File: src/rtl/mem_dma_initiator.sv
// mem_dma_initiator: bus-master that copies or fills a block of data-memory words.
module mem_dma_initiator #(
  parameter int ADDR_W = 16,
  parameter int DATA_W = 16,
  parameter int LEN_W  = 8
) (
  input  logic              clk,
  input  logic              rst_n,
  input  logic              start,
  input  logic              mode,
  input  logic [ADDR_W-1:0] src_addr,
  input  logic [ADDR_W-1:0] dst_addr,
  input  logic [LEN_W-1:0]  length,
  input  logic [DATA_W-1:0] fill_data,
  input  logic              abort,
  output logic [ADDR_W-1:0] mem_addr,
  output logic [DATA_W-1:0] mem_wdata,
  output logic              mem_we,
  output logic              mem_re,
  input  logic [DATA_W-1:0] mem_rdata,
  output logic              busy,
  output logic              done,
  output logic              aborted,
  output logic [LEN_W-1:0]  remaining
);
  localparam logic [1:0] S_IDLE  = 2'd0;
  localparam logic [1:0] S_READ  = 2'd1;
  localparam logic [1:0] S_WRITE = 2'd2;
  localparam logic [1:0] S_DONE  = 2'd3;
  logic [1:0]        state, nxt;
  logic [ADDR_W-1:0] src, dst, src_n, dst_n;
  logic [LEN_W-1:0]  rem_n;
  logic [DATA_W-1:0] data_r, fill_r, data_n, fill_n;
  logic              mode_r, mode_n, abt;
  always_comb begin
    nxt    = state;
    src_n  = src;
    dst_n  = dst;
    rem_n  = remaining;
    mode_n = mode_r;
    fill_n = fill_r;
    data_n = data_r;
    abt    = 1'b0;
    if (state == S_IDLE || state == S_DONE) begin
      nxt = S_IDLE;
      if (start) begin
        src_n  = src_addr;
        dst_n  = dst_addr;
        rem_n  = length;
        mode_n = mode;
        fill_n = fill_data;
        nxt    = (length == '0) ? S_DONE : mode ? S_WRITE : S_READ;
      end
    end else if (state == S_READ) begin
      data_n = mem_rdata;
      src_n  = src + 1'b1;
      abt    = abort;
      nxt    = abort ? S_IDLE : S_WRITE;
    end else begin
      // the write already on the bus this cycle always completes, even on abort
      dst_n = dst + 1'b1;
      rem_n = remaining - 1'b1;
      abt   = abort;
      nxt   = abort ? S_IDLE : (remaining == 1) ? S_DONE : mode_r ? S_WRITE : S_READ;
    end
  end
  // memory-side outputs are registered from the next state so start never reaches them combinationally
  always_ff @(posedge clk or negedge rst_n) begin
    if (!rst_n) begin
      state     <= S_IDLE;
      src       <= '0;
      dst       <= '0;
      remaining <= '0;
      mode_r    <= 1'b0;
      fill_r    <= '0;
      data_r    <= '0;
      mem_addr  <= '0;
      mem_wdata <= '0;
      mem_we    <= 1'b0;
      mem_re    <= 1'b0;
      done      <= 1'b0;
      aborted   <= 1'b0;
    end else begin
      state     <= nxt;
      src       <= src_n;
      dst       <= dst_n;
      remaining <= rem_n;
      mode_r    <= mode_n;
      fill_r    <= fill_n;
      data_r    <= data_n;
      mem_addr  <= (nxt == S_READ) ? src_n : (nxt == S_WRITE) ? dst_n : mem_addr;
      mem_wdata <= (nxt == S_WRITE) ? (mode_n ? fill_n : data_n) : mem_wdata;
      mem_we    <= nxt == S_WRITE;
      mem_re    <= nxt == S_READ;
      done      <= nxt == S_DONE;
      aborted   <= abt;
    end
  end
  assign busy = state == S_READ || state == S_WRITE;
endmodule
File: config.mk
export PLATFORM = sky130hd
export DESIGN_NAME = mem_dma_initiator
export DESIGN_NICKNAME = d
export VERILOG_FILES = /design/src/rtl/mem_dma_initiator.sv
export SDC_FILE = /design/constraint.sdc
export NUM_CORES = 1
export LEC_CHECK = 0
export CORE_AREA = 5 5 129 131
export DETAILED_ROUTE_END_ITERATION = 8
export DIE_AREA = 0 0 134 136
export MAX_ROUTING_LAYER = met4
export SYNTH_ARGS = -nofsm -noshare
export SYNTH_HDL_FRONTEND = slang
export SYNTH_SLANG_ARGS = --single-unit
File: constraint.sdc
create_clock -name clk -period 4.7 [get_ports clk]
set_input_delay 0.94 -clock clk [delete_from_list [all_inputs] [get_ports clk]]
set_output_delay 0.94 -clock clk [all_outputs]
set_load 0.05 [all_outputs]
== Yosys cells after proc, flatten, opt, wreduce, memory -nomap -nowiden ==
Index checks and enable logic that the tools add are counted.
Storage, ports and cells
  input port bits: 77
  output and inout bits: 45
  flip-flop bits (word level): 111
  word-level logic and storage cells: 59
Operators by class
  multiplexer cells: 28
  reduce and logical (&&, ||, !) cells: 6
  eq/ne operators: 9
  add/sub/neg operators: 3
Operator list (count)
  2-to-1 mux 16 bit: 13
  adder 16 x 1 -> 16 bit (second input constant): 2
  2-to-1 mux 8 bit: 3
  2-to-1 mux 2 bit: 9
  == test 2 bit (second input constant): 4
  == test 8 x 1 -> 1 bit (second input constant): 1
  zero test 8 bit: 1
  subtractor 8 x 1 -> 8 bit (second input constant): 1
  == test 2 x 1 -> 1 bit (second input constant): 2
  != test 2 bit (second input constant): 2
  2-to-1 mux 1 bit: 3
  zero test 2 bit: 1
  logical OR 1 bit: 2
  AND reduction 2 bit: 1
  nonzero test 2 bit: 1

== Depth between registers and ports, before layout ==
  depth after elaboration: 8
  gate-level depth with buffers: 14
  gate-level depth less buffers: 11

== Worst setup path before layout ==
OpenSTA, ideal clock, no wires.
  path type: register to register
  start point: register remaining[5]
  end point: register mem_wdata[10]
  path buffers: 2
  arrival time: 3.077 ns
  path slack: 1.498 ns
  required time: 4.575 ns
  clock period less this slack: 3.202 ns
  library setup time: 0.125 ns
  stages on the path, launching flop included: 9
  cell sequence: dfrtp_1 -> nor4_1 -> nand3_1 -> nor3b_1 -> o311ai_0 -> ha_1 -> buf_1 -> clkbuf_1 -> mux2_2
On the way
  word-level cells in the longest chain between the ends: 6
Ends and longest elaborated chain
  from (decl): line 24  | output logic [LEN_W-1:0] remaining
  from (signal assigned): line 87  | remaining <= rem_n;
  == test 8 x 1 -> 1 bit: line 64  | nxt = abort ? S_IDLE : (remaining == 1) ? S_DONE : mode_r ? S_WRITE : S_READ;
  2-to-1 mux 2 bit (2 in series): line 64
  2-to-1 mux 2 bit: line 54  | end else if (state == S_READ) begin
  2-to-1 mux 2 bit: line 44  | if (state == S_IDLE || state == S_DONE) begin
  via nxt[1]: line 30  | logic [1:0] state, nxt;
  == test 2 bit: line 92  | mem_wdata <= (nxt == S_WRITE) ? (mode_n ? fill_n : data_n) : mem_wdata;
  to (signal assigned): line 92
  to (decl): line 17  | output logic [DATA_W-1:0] mem_wdata,
The timed path passes the listed nets, and every way through them passes these cells.
A chain may end at the register's enable or synchronous reset.

== Final worst setup path ==
  start point: register state[0]
  end point: register mem_addr[12]
On the way
  word-level cells in the longest chain between the ends: 5
  elaborated cells on any way between the ends: 15
  those cells by class: 4 x eq/ne; 8 x mux; 3 x reduce/logical
Ends and longest elaborated chain
  from (decl): line 30
  from (signal assigned): line 84  | state <= nxt;
  == test 2 x 1 -> 1 bit (tied with other cells): line 54
  2-to-1 mux 2 bit / logical OR 1 bit (equally long branches): line 54, 44
  2-to-1 mux 2 bit (*): line 44
  via nxt[0]: line 30
  == test 2 x 1 -> 1 bit / == test 2 bit (equally long branches): line 91  | mem_addr <= (nxt == S_READ) ? src_n : (nxt == S_WRITE) ? dst_n : mem_addr;
  2-to-1 mux 16 bit / nonzero test 2 bit (equally long branches)
  to (signal assigned): line 91
  to (decl): line 16  | output logic [ADDR_W-1:0] mem_addr,
The timed path passes the listed nets; every way through them passes the cells marked *. The select of a mux whose other input is x is not followed.

==> summary.txt <==
Die
  • Ports: 122
  • Die H: approximately 140 um
  • Core Area: 0.0155 mm^2
  • Rows: between 40 and 50
  • Die Wd: 134 um
  • Initial core utilization: between 30% and 40%
  • Die area: around 0.018 mm^2

Timing
  • Fin crit period: 3.52 ns
  • Post-route clock period utilization: 74.9%
  • Slew Limit Fails: 0
  • Fmax: 284 MHz
  • Hold Fails Final Rpt: 0
  • Slew headroom: 41.3%
  • Clock skew: 0.00799 ns
  • Worst-margin pin slew: slightly below 0.9 ns
  • Final WS setup: roughly 1.2 ns
  • Setup TNS: 0 ns
  • RSZ-0062 raised after global routing: false
  • Final setup fails: 0

Placement
  • Placed Area: ~0.0073 mm^2
  • DP Worst Slack: ~1.0 ns
  • Placer's final routability congestion estimate: ~0.85
  • Hpwl dp: 11,300 um
  • Placed cell count: approximately 820
  • Port-buffer cells: 121

Power and ir drop
  • VDD IR max: ~360 uV
  • Leak: roughly 0.0032 uW
  • Total Power: about 6300 uW
  • PwrDens: about 830 mW/mm^2

Yosys
  • Count of flip-flops with a built-in enable after synthesis: 0
  • Synthesized cell area: 0.00600 mm^2
  • #FFs+latches synth: ~110
  • Synth unique cells: 58
  • Syn Inst Count: roughly 530
  • Synth area leaders: dfrtp_1, mux2_2, mux2_4
  • Avg Cell Area, Syn: between 10 and 15 um^2
  • Main synth FF type: dfrtp_1
  • Async set-reset flop share out of synthesis: 100%
  • Synth top area share: between 40% and 50%
  • Post-synth net total: a little over 600
  • Yosys warns: 0
  • Sequential area share after synthesis: 46.3%
  • Yosys top cell by area: dfrtp_1

Clock tree
  • Cts repair resizes: 0
  • Setup Buffers After CTS: 0
  • Clock transition at path regs: roughly 0.070 ns
  • Clk buf depth: 2
  • CTS tree: yes
  • TritonCTS buffer count: 9
  • # clock sinks: 111
  • Later-pin clock latency in the skew report: between 0.3 and 0.4 ns
  • CTS H-tree lvls: 3
  • Root Buffer: clkbuf_16
  • Hold-fix buffers, CTS: 0

Worst setup path
  • Critical path required time: just under 5 ns
  • Critical path fanouts, max: 37
  • Startpoint class of the critical path: register
  • CP Class: register to register
  • CP endpoint kind: register
  • Slowest CP cell: ha_2
  • Slowest stage delay, CP: between 0.6 and 0.7 ns
  • Worst-path cell chain: ha_2 -> buf_4 -> nand2_1 -> o211a_1 -> inv_1 -> ha_1 -> buf_4 -> mux4_2 -> nand2_1 -> o221ai_1 -> mux2_2
  • Worst Path Arrival: around 3.8 ns

Finish
  • Syn-to-layout area delta: 27.0%
  • Commonest non-fill, non-tap cell in the layout: clkdlybuf4s50_1
  • Fin area: approximately 0.0076 mm^2
  • Layout Cells excl Fill: ~830
  • Most frequent cells in the layout: clkdlybuf4s50_1, dfrtp_1, nand2_1, mux2_2, mux2i_1
  • Share of layout cells above drive strength 1: approximately 18%
  • Final #Nets: between 700 and 800
  • Layout fillers: roughly 1,400
  • # diodes: 0

GRT
  • Tot GR Track Use: 18.2%
  • Vias in the first global route: around 5,000
  • Met2 GRT Util: 29.7%
  • GR Layer Usage met1: 22.3%
  • Initial antenna violation count: 0
  • Most Crowded Layer GR: met2
  • First-pass GRT wire length: 25,400 um
  • Met3 Track Usage GR: 4.92%
  • Pin count of the biggest net entering global routing: 55
  • GRT overflow: 0

Hold path
  • Worst Hold Class: register to register

Drt
  • Per-cell routed wire length: 18.8 um
  • TritonRoute pass-1 iters: 5
  • Remaining DRCs: 0
  • Post-Route WL: between 15,000 and 20,000 um
  • Routed via count: between 4,000 and 5,000
  • Via/cell ratio: around 5.3
  • 1st-iter DRT viols: between 300 and 400
  • Antenna Violating Nets Remaining: 0

Flow run
  • Count of max-cap constraint violations: 0

Outcome
  • Outcome: complete, no violations
## cell families after synthesis
group	count (synthesis)	share of synthesized area, %
flip-flops	111	46.3
AND/OR/NAND/NOR	141	13.5
buffers and inverters	51	4.13
XOR/XNOR	30	4.38
adder cells (fa/ha/maj)	9	1.88
multiplexers	101	20.5
AO/OA/AOI/OAI	82	9.33
## stage by stage
stage / util [%] / hold WS, ns
2_1_floorplan: - / 0.455
3_3_place_gp: 47.4 / 0.467
3_5_place_dp: 47.4 / 0.474
4_1_cts: 49.2 / 0.493
5_1_grt: 49.2 / 0.511
6_report: 49.2 / 0.489
## Yosys cell counts, drive strengths merged, types with 4 or more instances
cell type	n
clkbuf	10
nor2b	16
o21ai	21
nand4	8
a21oi	16
or2	5
buf	21
nor4	15
nand3	7
nor3	9
nor2	19
or3	4
o211ai	10
mux2	69
mux2i	29
ha	9
dfrtp	111
xnor2	18
inv	20
o221ai	6
xor2	12
a211oi	12
nand2	47
## power by group
| part | internal [uW] | leakage (uW) | switching, uW |
|---|---|---|---|
| Sequential | 1470 | 0.00131 | 419 |
| Clock | 377 | 0.000133 | 355 |
| Combinational | 1580 | 0.00171 | 2130 |
| Total | 3420 | 0.00316 | 2910 |
## area by class of cell
type | count | area, um^2 | area share (%)
sequential | 111 | 2780 | 36.5
inverter | 20 | 75.1 | 0.986
clock inverter | 4 | 30.0 | 0.394
clock buffer | 12 | 246 | 3.24
timing repair buffer | 130 | 1270 | 16.7
tap | 192 | 240 | 3.15
multi-input combinational | 363 | 2980 | 39.1
## metal layers
| metal | wire, um | vias up | part of all wire (%) |
|---|---|---|---|
| met5 | 0 | - | 0 |
| met2 | 7640 | 120 | 49 |
| met4 | 195 | 0 | 1.2 |
| met1 | 6880 | 2163 | 44 |
| li1 | - | 2091 | - |
| met3 | 917 | 15 | 5.9 |
## registers in the layout, summed over array words and instances (netlist names)
| name | flops |
|---|---|
| data_r | 16 |
| dst | 16 |
| fill_r | 16 |
| mem_addr | 16 |
| mem_wdata | 16 |
| src | 16 |
| remaining | 8 |
| state | 2 |
| aborted | 1 |
| done | 1 |
| mem_re | 1 |
| mem_we | 1 |
| mode_r | 1 |
## final timing paths
path / from / end / slack [ns] / depth (start not counted)
worst min register to register: mem_addr[0]$_DFFE_PN0P_ / mem_addr[0]$_DFFE_PN0P_ / 0.49 / 2
worst min-delay path: mem_addr[0]$_DFFE_PN0P_ / mem_addr[0]$_DFFE_PN0P_ / 0.49 / 2
max in group asynchronous: rst_n / mem_addr[13]$_DFFE_PN0P_ / 3.17 / 2
min in group asynchronous: rst_n / src[13]$_DFF_PN0_ / 0.54 / 1
worst max register to register: state[0]$_DFF_PN0_ / mem_addr[12]$_DFFE_PN0P_ / 1.18 / 11
worst max-delay path: state[0]$_DFF_PN0_ / mem_addr[12]$_DFFE_PN0P_ / 1.18 / 11
## critical path: cells and delay by family (launching register included)
family,cells,cell delay [ns]
AOI/OAI and AO/OA,2,0.43
and+or+nand+nor,2,0.37
buffers and inverters,3,0.84
adders and majority gates,2,0.79
muxes,2,0.60
DFF,1,0.37
(Power assumes the default switching activity.)
